`config.mk`:
```
export PLATFORM = sky130hd
export DESIGN_NAME = ctrl_pipe_flat
export DESIGN_NICKNAME = d
export VERILOG_FILES = /design/src/rtl/ctrl_pkg.sv /design/src/rtl/ctrl_pipe_if.sv /design/src/rtl/hazard_detect.sv /design/src/rtl/ctrl_pipe.sv /design/src/flat_wrapper.sv
export SDC_FILE = /design/constraint.sdc
export NUM_CORES = 1
export LEC_CHECK = 0
export CAP_MARGIN = 5
export CORE_MARGIN = 10
export CORE_UTILIZATION = 30
export DETAILED_ROUTE_END_ITERATION = 10
export GPL_TIMING_DRIVEN = 1
export PLACE_DENSITY = 0.73
export SLEW_MARGIN = 20
export SYNTH_ARGS = -nofsm -noshare
export SYNTH_HDL_FRONTEND = slang
export SYNTH_SLANG_ARGS = --single-unit
```
`constraint.sdc`:
```
create_clock -name clk_i -period 5.3 [get_ports clk_i]
set_input_delay 1.06 -clock clk_i [delete_from_list [all_inputs] [get_ports clk_i]]
set_output_delay 1.06 -clock clk_i [all_outputs]
set_load 0.005 [all_outputs]
```
`src/rtl/ctrl_pkg.sv`:
```
// Shared definitions for the control pipeline: opcode constants, ALU op codes,
// forwarding select codes and the staged control word.
package ctrl_pkg;

  // Opcodes that matter for source-register usage
  localparam logic [6:0] OP_RTYPE  = 7'b0110011;
  localparam logic [6:0] OP_LOAD   = 7'b0000011;
  localparam logic [6:0] OP_STORE  = 7'b0100011;
  localparam logic [6:0] OP_BRANCH = 7'b1100011;
  localparam logic [6:0] OP_ADDI   = 7'b0010011;

  // ALU operation codes produced by the decoder
  localparam logic [1:0] ALUOP_ADD   = 2'b00;
  localparam logic [1:0] ALUOP_SUB   = 2'b01;
  localparam logic [1:0] ALUOP_FUNCT = 2'b10;
  localparam logic [1:0] ALUOP_IMM   = 2'b11;

  // Forwarding mux selects for the EX-stage operands
  localparam logic [1:0] FWD_REG   = 2'b00;
  localparam logic [1:0] FWD_MEMWB = 2'b01;
  localparam logic [1:0] FWD_EXMEM = 2'b10;

  // Control bits that travel with an instruction through the pipeline
  typedef struct packed {
    logic       branch;
    logic       memread;
    logic       memwrite;
    logic       memtoreg;
    logic       alusrc;
    logic       regwrite;
    logic [1:0] aluop;
  } ctrl_word_t;

  // A bubble is simply an all-zero control word
  localparam ctrl_word_t CTRL_BUBBLE = '0;

endpackage

```
`src/rtl/ctrl_pipe_if.sv`:
```
// ID-stage control interface between the decoder (master) and the control
// pipeline (slave). The decoder presents the instruction's register fields and
// control bits; the pipeline answers with a stall request.
interface ctrl_pipe_if #(
  parameter int RW = 5
);
  logic [6:0]    op_i;
  logic [RW-1:0] rs1_i;
  logic [RW-1:0] rs2_i;
  logic [RW-1:0] rd_i;
  logic          branch_i;
  logic          memread_i;
  logic          memwrite_i;
  logic          memtoreg_i;
  logic          alusrc_i;
  logic          regwrite_i;
  logic [1:0]    aluop_i;
  logic          stall_o;

  modport master (
    output op_i, rs1_i, rs2_i, rd_i,
    output branch_i, memread_i, memwrite_i, memtoreg_i, alusrc_i, regwrite_i, aluop_i,
    input  stall_o
  );

  modport slave (
    input  op_i, rs1_i, rs2_i, rd_i,
    input  branch_i, memread_i, memwrite_i, memtoreg_i, alusrc_i, regwrite_i, aluop_i,
    output stall_o
  );
endinterface

```
`src/rtl/hazard_detect.sv`:
```
// Combinational hazard detector for the instruction in ID.
// With CTRL_PIPE_FWD_EN defined only a load in EX can cause a hazard;
// otherwise any register-writing producer in EX or MEM does.
module hazard_detect
  import ctrl_pkg::*;
#(
  parameter int RW = 5
) (
  input  logic [6:0]    op,
  input  logic [RW-1:0] rs1,
  input  logic [RW-1:0] rs2,
`ifdef CTRL_PIPE_FWD_EN
  input  logic          idex_memread,
`else
  input  logic          idex_regwrite,
  input  logic          exmem_regwrite,
  input  logic [RW-1:0] exmem_rd,
`endif
  input  logic [RW-1:0] idex_rd,
  output logic          hazard
);

  logic use_rs1;
  logic use_rs2;
  logic match_idex;
`ifndef CTRL_PIPE_FWD_EN
  logic match_exmem;
`endif

  // A source matches a producer only if it is actually read and is not x0
  function automatic logic src_match(input logic used, input logic [RW-1:0] rs,
                                     input logic [RW-1:0] rd);
    return used && (rs != '0) && (rs == rd);
  endfunction

  // Decide which source fields the ID opcode really reads
  always_comb begin
    use_rs1 = op inside {OP_RTYPE, OP_LOAD, OP_STORE, OP_BRANCH, OP_ADDI};
    use_rs2 = op inside {OP_RTYPE, OP_STORE, OP_BRANCH};
  end

  // Compare the used sources against each producer's destination
  always_comb begin
    match_idex = src_match(use_rs1, rs1, idex_rd) | src_match(use_rs2, rs2, idex_rd);
`ifndef CTRL_PIPE_FWD_EN
    match_exmem = src_match(use_rs1, rs1, exmem_rd) | src_match(use_rs2, rs2, exmem_rd);
`endif
  end

  // WB never appears here: the register file writes before it is read
  always_comb begin
    hazard = 1'b0;
`ifdef CTRL_PIPE_FWD_EN
    hazard = idex_memread & match_idex;
`else
    hazard = (idex_regwrite & match_idex) | (exmem_regwrite & match_exmem);
`endif
  end

endmodule

```
`src/rtl/ctrl_pipe.sv`:
```
// Control pipeline: stages the decoder's control word through ID/EX, EX/MEM
// and MEM/WB, requests stalls on hazards, inserts bubbles and squashes the
// ID/EX slot on a taken-branch flush.
// Optional feature macro: CTRL_PIPE_FWD_EN adds the EX-operand forwarding
// selects (fwd_a_o/fwd_b_o) and relaxes stalls to load-use only.
module ctrl_pipe
  import ctrl_pkg::*;
#(
  parameter int RW = 5
) (
  input  logic          clk_i,
  input  logic          rst_i,
  ctrl_pipe_if.slave    id,
  input  logic          flush_i,
  output logic [1:0]    ex_aluop_o,
  output logic          ex_alusrc_o,
  output logic          mem_branch_o,
  output logic          mem_memread_o,
  output logic          mem_memwrite_o,
  output logic          wb_memtoreg_o,
  output logic          wb_regwrite_o,
  output logic [RW-1:0] ex_rd_o,
  output logic [RW-1:0] mem_rd_o,
`ifdef CTRL_PIPE_FWD_EN
  output logic [1:0]    fwd_a_o,
  output logic [1:0]    fwd_b_o,
`endif
  output logic [RW-1:0] wb_rd_o
);

  ctrl_word_t    id_ctrl;
  logic          hazard;

  ctrl_word_t    idex_ctrl_p0;
  logic [RW-1:0] idex_rd_p0;
`ifdef CTRL_PIPE_FWD_EN
  // Source indices are only needed to steer the forwarding muxes
  logic [RW-1:0] idex_rs1_p0;
  logic [RW-1:0] idex_rs2_p0;
`endif

  logic          exmem_branch_p1;
  logic          exmem_memread_p1;
  logic          exmem_memwrite_p1;
  logic          exmem_memtoreg_p1;
  logic          exmem_regwrite_p1;
  logic [RW-1:0] exmem_rd_p1;

  logic          memwb_memtoreg_p2;
  logic          memwb_regwrite_p2;
  logic [RW-1:0] memwb_rd_p2;

  // Pack the decoder's loose control bits into one word
  always_comb begin
    id_ctrl = CTRL_BUBBLE;
    id_ctrl.branch   = id.branch_i;
    id_ctrl.memread  = id.memread_i;
    id_ctrl.memwrite = id.memwrite_i;
    id_ctrl.memtoreg = id.memtoreg_i;
    id_ctrl.alusrc   = id.alusrc_i;
    id_ctrl.regwrite = id.regwrite_i;
    id_ctrl.aluop    = id.aluop_i;
  end

  hazard_detect #(
    .RW(RW)
  ) u_hazard (
    .op             (id.op_i),
    .rs1            (id.rs1_i),
    .rs2            (id.rs2_i),
`ifdef CTRL_PIPE_FWD_EN
    .idex_memread   (idex_ctrl_p0.memread),
`else
    .idex_regwrite  (idex_ctrl_p0.regwrite),
    .exmem_regwrite (exmem_regwrite_p1),
    .exmem_rd       (exmem_rd_p1),
`endif
    .idex_rd        (idex_rd_p0),
    .hazard         (hazard)
  );

  // A flushed ID instruction is discarded, so holding it would be pointless
  assign id.stall_o = hazard & ~flush_i;

  // ---- ID -> EX boundary: bubble on hazard or flush, else capture ID ----
  always_ff @(posedge clk_i) begin
    if (rst_i) begin
      idex_ctrl_p0 <= CTRL_BUBBLE;
      idex_rd_p0   <= '0;
`ifdef CTRL_PIPE_FWD_EN
      idex_rs1_p0  <= '0;
      idex_rs2_p0  <= '0;
`endif
    end else if (hazard || flush_i) begin
      idex_ctrl_p0 <= CTRL_BUBBLE;
      idex_rd_p0   <= '0;
`ifdef CTRL_PIPE_FWD_EN
      idex_rs1_p0  <= '0;
      idex_rs2_p0  <= '0;
`endif
    end else begin
      idex_ctrl_p0 <= id_ctrl;
      idex_rd_p0   <= id.rd_i;
`ifdef CTRL_PIPE_FWD_EN
      idex_rs1_p0  <= id.rs1_i;
      idex_rs2_p0  <= id.rs2_i;
`endif
    end
  end

  // ---- EX -> MEM and MEM -> WB boundaries: advance every cycle ----
  always_ff @(posedge clk_i) begin
    if (rst_i) begin
      exmem_branch_p1   <= 1'b0;
      exmem_memread_p1  <= 1'b0;
      exmem_memwrite_p1 <= 1'b0;
      exmem_memtoreg_p1 <= 1'b0;
      exmem_regwrite_p1 <= 1'b0;
      exmem_rd_p1       <= '0;
      memwb_memtoreg_p2 <= 1'b0;
      memwb_regwrite_p2 <= 1'b0;
      memwb_rd_p2       <= '0;
    end else begin
      exmem_branch_p1   <= idex_ctrl_p0.branch;
      exmem_memread_p1  <= idex_ctrl_p0.memread;
      exmem_memwrite_p1 <= idex_ctrl_p0.memwrite;
      exmem_memtoreg_p1 <= idex_ctrl_p0.memtoreg;
      exmem_regwrite_p1 <= idex_ctrl_p0.regwrite;
      exmem_rd_p1       <= idex_rd_p0;
      memwb_memtoreg_p2 <= exmem_memtoreg_p1;
      memwb_regwrite_p2 <= exmem_regwrite_p1;
      memwb_rd_p2       <= exmem_rd_p1;
    end
  end

  // Per-stage control outputs straight from the banks
  always_comb begin
    ex_aluop_o     = idex_ctrl_p0.aluop;
    ex_alusrc_o    = idex_ctrl_p0.alusrc;
    ex_rd_o        = idex_rd_p0;
    mem_branch_o   = exmem_branch_p1;
    mem_memread_o  = exmem_memread_p1;
    mem_memwrite_o = exmem_memwrite_p1;
    mem_rd_o       = exmem_rd_p1;
    wb_memtoreg_o  = memwb_memtoreg_p2;
    wb_regwrite_o  = memwb_regwrite_p2;
    wb_rd_o        = memwb_rd_p2;
  end

`ifdef CTRL_PIPE_FWD_EN
  // The younger producer (EX/MEM) holds the newest value, so it wins
  function automatic logic [1:0] fwd_sel(input logic [RW-1:0] rs,
                                         input logic exmem_wr, input logic [RW-1:0] exmem_rd,
                                         input logic memwb_wr, input logic [RW-1:0] memwb_rd);
    if (exmem_wr && (exmem_rd != '0) && (exmem_rd == rs)) return FWD_EXMEM;
    if (memwb_wr && (memwb_rd != '0) && (memwb_rd == rs)) return FWD_MEMWB;
    return FWD_REG;
  endfunction

  // Operand forwarding selects depend only on registered state
  always_comb begin
    fwd_a_o = fwd_sel(idex_rs1_p0, exmem_regwrite_p1, exmem_rd_p1,
                      memwb_regwrite_p2, memwb_rd_p2);
    fwd_b_o = fwd_sel(idex_rs2_p0, exmem_regwrite_p1, exmem_rd_p1,
                      memwb_regwrite_p2, memwb_rd_p2);
  end
`endif

endmodule

```
`src/flat_wrapper.sv`:
```
// flat-port wrapper written by rule: the top's interface ports become plain ports
module ctrl_pipe_flat import ctrl_pkg::*;
#(
  parameter int RW = 5
)
  (clk_i, rst_i, flush_i, ex_aluop_o, ex_alusrc_o, mem_branch_o, mem_memread_o, mem_memwrite_o, wb_memtoreg_o, wb_regwrite_o, ex_rd_o, mem_rd_o, wb_rd_o, id_op_i, id_rs1_i, id_rs2_i, id_rd_i, id_branch_i, id_memread_i, id_memwrite_i, id_memtoreg_i, id_alusrc_i, id_regwrite_i, id_aluop_i, id_stall_o);
  ctrl_pipe_if #(.RW(RW)) id_i ();
  input  logic clk_i;
  input  logic rst_i;
  input  logic flush_i;
  output logic [1:0] ex_aluop_o;
  output logic ex_alusrc_o;
  output logic mem_branch_o;
  output logic mem_memread_o;
  output logic mem_memwrite_o;
  output logic wb_memtoreg_o;
  output logic wb_regwrite_o;
  output logic [RW-1:0] ex_rd_o;
  output logic [RW-1:0] mem_rd_o;
  output logic [RW-1:0] wb_rd_o;
  input wire logic [$bits(id_i.op_i)-1:0] id_op_i;
  input wire logic [$bits(id_i.rs1_i)-1:0] id_rs1_i;
  input wire logic [$bits(id_i.rs2_i)-1:0] id_rs2_i;
  input wire logic [$bits(id_i.rd_i)-1:0] id_rd_i;
  input wire logic [$bits(id_i.branch_i)-1:0] id_branch_i;
  input wire logic [$bits(id_i.memread_i)-1:0] id_memread_i;
  input wire logic [$bits(id_i.memwrite_i)-1:0] id_memwrite_i;
  input wire logic [$bits(id_i.memtoreg_i)-1:0] id_memtoreg_i;
  input wire logic [$bits(id_i.alusrc_i)-1:0] id_alusrc_i;
  input wire logic [$bits(id_i.regwrite_i)-1:0] id_regwrite_i;
  input wire logic [$bits(id_i.aluop_i)-1:0] id_aluop_i;
  output wire logic [$bits(id_i.stall_o)-1:0] id_stall_o;
  assign id_i.op_i = id_op_i;
  assign id_i.rs1_i = id_rs1_i;
  assign id_i.rs2_i = id_rs2_i;
  assign id_i.rd_i = id_rd_i;
  assign id_i.branch_i = id_branch_i;
  assign id_i.memread_i = id_memread_i;
  assign id_i.memwrite_i = id_memwrite_i;
  assign id_i.memtoreg_i = id_memtoreg_i;
  assign id_i.alusrc_i = id_alusrc_i;
  assign id_i.regwrite_i = id_regwrite_i;
  assign id_i.aluop_i = id_aluop_i;
  assign id_stall_o = id_i.stall_o;
  ctrl_pipe #(.RW(RW)) u_core (.clk_i(clk_i), .rst_i(rst_i), .id(id_i), .flush_i(flush_i), .ex_aluop_o(ex_aluop_o), .ex_alusrc_o(ex_alusrc_o), .mem_branch_o(mem_branch_o), .mem_memread_o(mem_memread_o), .mem_memwrite_o(mem_memwrite_o), .wb_memtoreg_o(wb_memtoreg_o), .wb_regwrite_o(wb_regwrite_o), .ex_rd_o(ex_rd_o), .mem_rd_o(mem_rd_o), .wb_rd_o(wb_rd_o));
endmodule
```
==> impl.org <==
** Outcome
- The run finished with clean final reports.

** Placement
- Final RePlAce weighted congestion :: 0.820
- Detail Placement HPWL :: 2740 um
- Post-Place Worst Slack :: 0.912 ns
- Number of buffers inserted by port buffering :: 56
- Area after detailed placement :: 1800 um2

** Global routing
- The initial antenna violation count was 0.
- Total routing resource utilization after global routing :: 10.1%
- Overall overflow remaining after global route :: 0
- Global-route wire length before repair :: 5700 um
- Largest net degree at the start of global routing :: 31
- Number of global-route vias before repair :: 1093

** Die
- From left edge to right edge, the die measures 83.8 um.
- Die extent in y :: roughly 84 um
- 57 I/O pins were placed.
- Total die area :: approximately 7000 um2
- Area of the core region :: 3970 um2
- Number of rows created at floorplan :: 23
- For this configuration, the core starts out at a cell density of around 30%.

** STA
- For the final routed database, the setup TNS stands at 0 ns.
- Final worst path period share :: 83.2%
- Total count of max-transition violations in the final report :: 0
- Relative slew slack :: 55.8%
- Total setup violations reported at the end of the flow :: 0
- Setup repair after global routing left no endpoint under its margin.
- Count of final hold-check violations :: 0
- At the pin with the least slew margin, the transition time is 0.660 ns.
- F_max :: 0.227 GHz
- Clock skew on the completed layout was measured at 0.00535 ns.
- Setup slack closes at 0.890 ns.
- After layout, the minimum clock period comes to 4.41 ns.
- Smallest hold slack :: 0.436 ns

** Logic synthesis
- Synthesized flop and latch total :: 30
- Synth area leaders :: dfxtp_1 (49%), xnor2_1 (14%), nor4b_2 (11%), nor2b_1 (9.2%), nor4b_1 (2.9%)
- The average instance in the mapped netlist occupies 11.1 um2.
- The synthesized netlist occupies a cell area of 1220 um2.
- Number of cells produced by synthesis :: 110
- Counting distinct cell types in the post-synthesis netlist gives 20.
- YS warnings :: 0
- Largest area contributor in the synthesized netlist :: dfxtp_1
- Of the post-synthesis cell area, the dominant cell type holds 49.2%.
- Net count after synthesis :: 143
- Sequential cells were found to cover 49.2% of the synthesized design area.

** Worst setup path
- The worst register-to-register path has a setup slack of 3.69 ns.
- By startpoint and endpoint, the worst setup path is classified as in2out.
- Endpoint arrival time on the critical path :: 3.35 ns
- Required time at the endpoint of the critical path :: 4.24 ns
- The startpoint identified for the worst register-to-register timing path is u_core.mem_rd_o[3].
- STA classifies the critical path endpoint as an output pin.
- The worst register-to-register path has a depth of 5.
- The worst setup path is launched from an input port.
- Crit-path max FO :: 14
- The worst register-to-register path ends at u_core.idex_ctrl_p0[6].

** Detailed routing
- Dividing the detail-routed via count by the number of cells gives 4.51.
- Routed wire length on met2 :: 1580 um
- In the detailed route, the total length drawn on met3 is about 430 um.
- Routed via count :: 979
- Highest Signal Layer :: met4
- In this run, the number of DRC markers left after iteration 0 of detailed routing was 44.
- Detailed-route wire length per cell :: 15.8 um
- Total iterations of the first detailed-routing run :: 2
- DRC violations left :: 0
- Drt total wl :: roughly 3400 um
- Detail Route Antenna Nets :: 0
- After detailed routing, the wire length on met1 is 1370 um.

** Cells and area
- Filler cell count :: approximately 370
- Commonest non-fill, non-tap cell in the layout :: clkdlybuf4s50_1
- Layout cells sized above 1 :: 11.4%
- Highest-count cells in the layout ignoring fill and taps :: clkdlybuf4s50_1 (55), dfxtp_1 (30), xnor2_1 (20)
- Area Growth Syn to Fin :: 55.1%
- Net total in the final layout :: 199
- Once layout is done, the placed cells without fillers occupy ~1900 um2.
- For this run, the share of the core covered by cells in the final layout is between 40% and 50%.
- 0 antenna diodes ended up in the layout.

** CTS
- Gates resized, CTS repair :: 0
- Clock-pin slew was measured on the worst setup and hold paths at ~0.070 ns.
- Num CTS Buffers :: 5
- Clock latency on the worst-skew pair, taken at its later pin, is roughly 0.28 ns.
- In this run the post-CTS setup repair buffer count came out at 0.
- CTS Buffer Depth :: 2
- TritonCTS built the clock tree.
- The clock drives 30 sinks.
- Number of hold-repair buffers added at the cts stage :: 0
- Root Buffer :: clkbuf_8
- The H-tree generated during clock tree synthesis spans 2 levels.

** Run
- Max-cap violations in this run came to 0.

** Power
- Leakage power of the design :: 0.000633 uW
- In this run the power density over the cells is 260 nW/um2.
- Worst vdd rail ir drop :: between 0.15 and 0.2 mV

** Hold path
- Counting instances, the worst hold path has a depth of 1.
- The startpoint identified for the worst hold timing path is u_core.exmem_memtoreg_p1.
- For hold timing, the worst endpoint is u_core.wb_memtoreg_o.
- The path class of the tightest hold or removal check is reg2reg.
cell usage after synthesis:
cell type	n
nor2_1	3
nor4b_2	9
xnor2_1	20
o22ai_1	2
dfxtp_1	30
a21oi_1	1
a32o_2	1
nand4_1	4
nand2b_1	1
nor4b_1	4
clkbuf_1	4
a2111oi_0	1
nor2b_1	18
inv_1	1
nand2_1	5
buf_6	1
buf_4	2
nor3_1	1
nand3_1	1
or4_1	1
critical path, stage by stage:
cell and delay, ns:
clkdlybuf4s50_1 0.54, or4_1 0.16, nor2_1 0.04, a2111oi_0 0.38, a32o_2 0.45, nor2b_1 0.19, clkdlybuf4s50_1 0.52
per-stage QoR:
step                std cells  total power, uW
detailed placement        209              308
global route              217              519
floorplan                 110              268
CTS                       217              500
finish                    217              493
global placement          209              307
report_power, final:
part	switching, uW	internal, uW
Clock	85.8	104
Combinational	21.8	43.3
Sequential	5.23	232
metal layers:
layer	up-vias	global-route usage [%]
li1	487	-
met1	451	10.4
met2	36	15.6
met3	5	7.13
met4	0	3.65
met5	-	0
worst max path at each step:
stage / from / to / slack [ns] / cells after the start
2_1_floorplan: id_rs2_i[0] / id_stall_o / 1.99 / 6
3_5_place_dp: id_rs2_i[0] / id_stall_o / 0.91 / 7
5_1_grt: id_rs2_i[0] / id_stall_o / 0.72 / 7
6_report: id_rs2_i[3] / id_stall_o / 0.89 / 7
4_1_cts: id_rs2_i[3] / id_stall_o / 0.89 / 7
3_3_place_gp: id_rs2_i[3] / id_stall_o / 0.92 / 7
cells by family (layout without fill, tap and decap cells):
group / after synthesis / after routing / share of synthesized area, %
buffers and inverters: 8 / 65 / 3.69
AOI/OAI and AO/OA: 5 / 5 / 3.08
DFF: 30 / 30 / 49.2
and+or+nand+nor: 47 / 47 / 29.6
xor gates and xnor gates: 20 / 20 / 14.4
final cells by class:
class	instances	area, um2	area share, %
clock buffers	6	82.6	4.37
clock inverters	2	12.5	0.661
inverters	1	3.75	0.198
multi-input cells	72	574	30.4
flip-flops and latches	30	601	31.7
well taps	50	62.6	3.31
repair buffers	56	556	29.4
flip-flops by register name, summed over array words and instances, names as in the netlist:
| name | count |
|---|---|
| u_core.mem_memwrite_o | 1 |
| u_core.exmem_memtoreg_p1 | 1 |
| u_core.exmem_regwrite_p1 | 1 |
| u_core.wb_memtoreg_o | 1 |
| u_core.idex_ctrl_p0 | 5 |
| u_core.wb_rd_o | 5 |
| u_core.ex_aluop_o | 2 |
| u_core.ex_alusrc_o | 1 |
| u_core.mem_memread_o | 1 |
| u_core.mem_rd_o | 5 |
| u_core.mem_branch_o | 1 |
| u_core.wb_regwrite_o | 1 |
| u_core.ex_rd_o | 5 |
No activity file was read; power rests on OpenSTA's default activity.
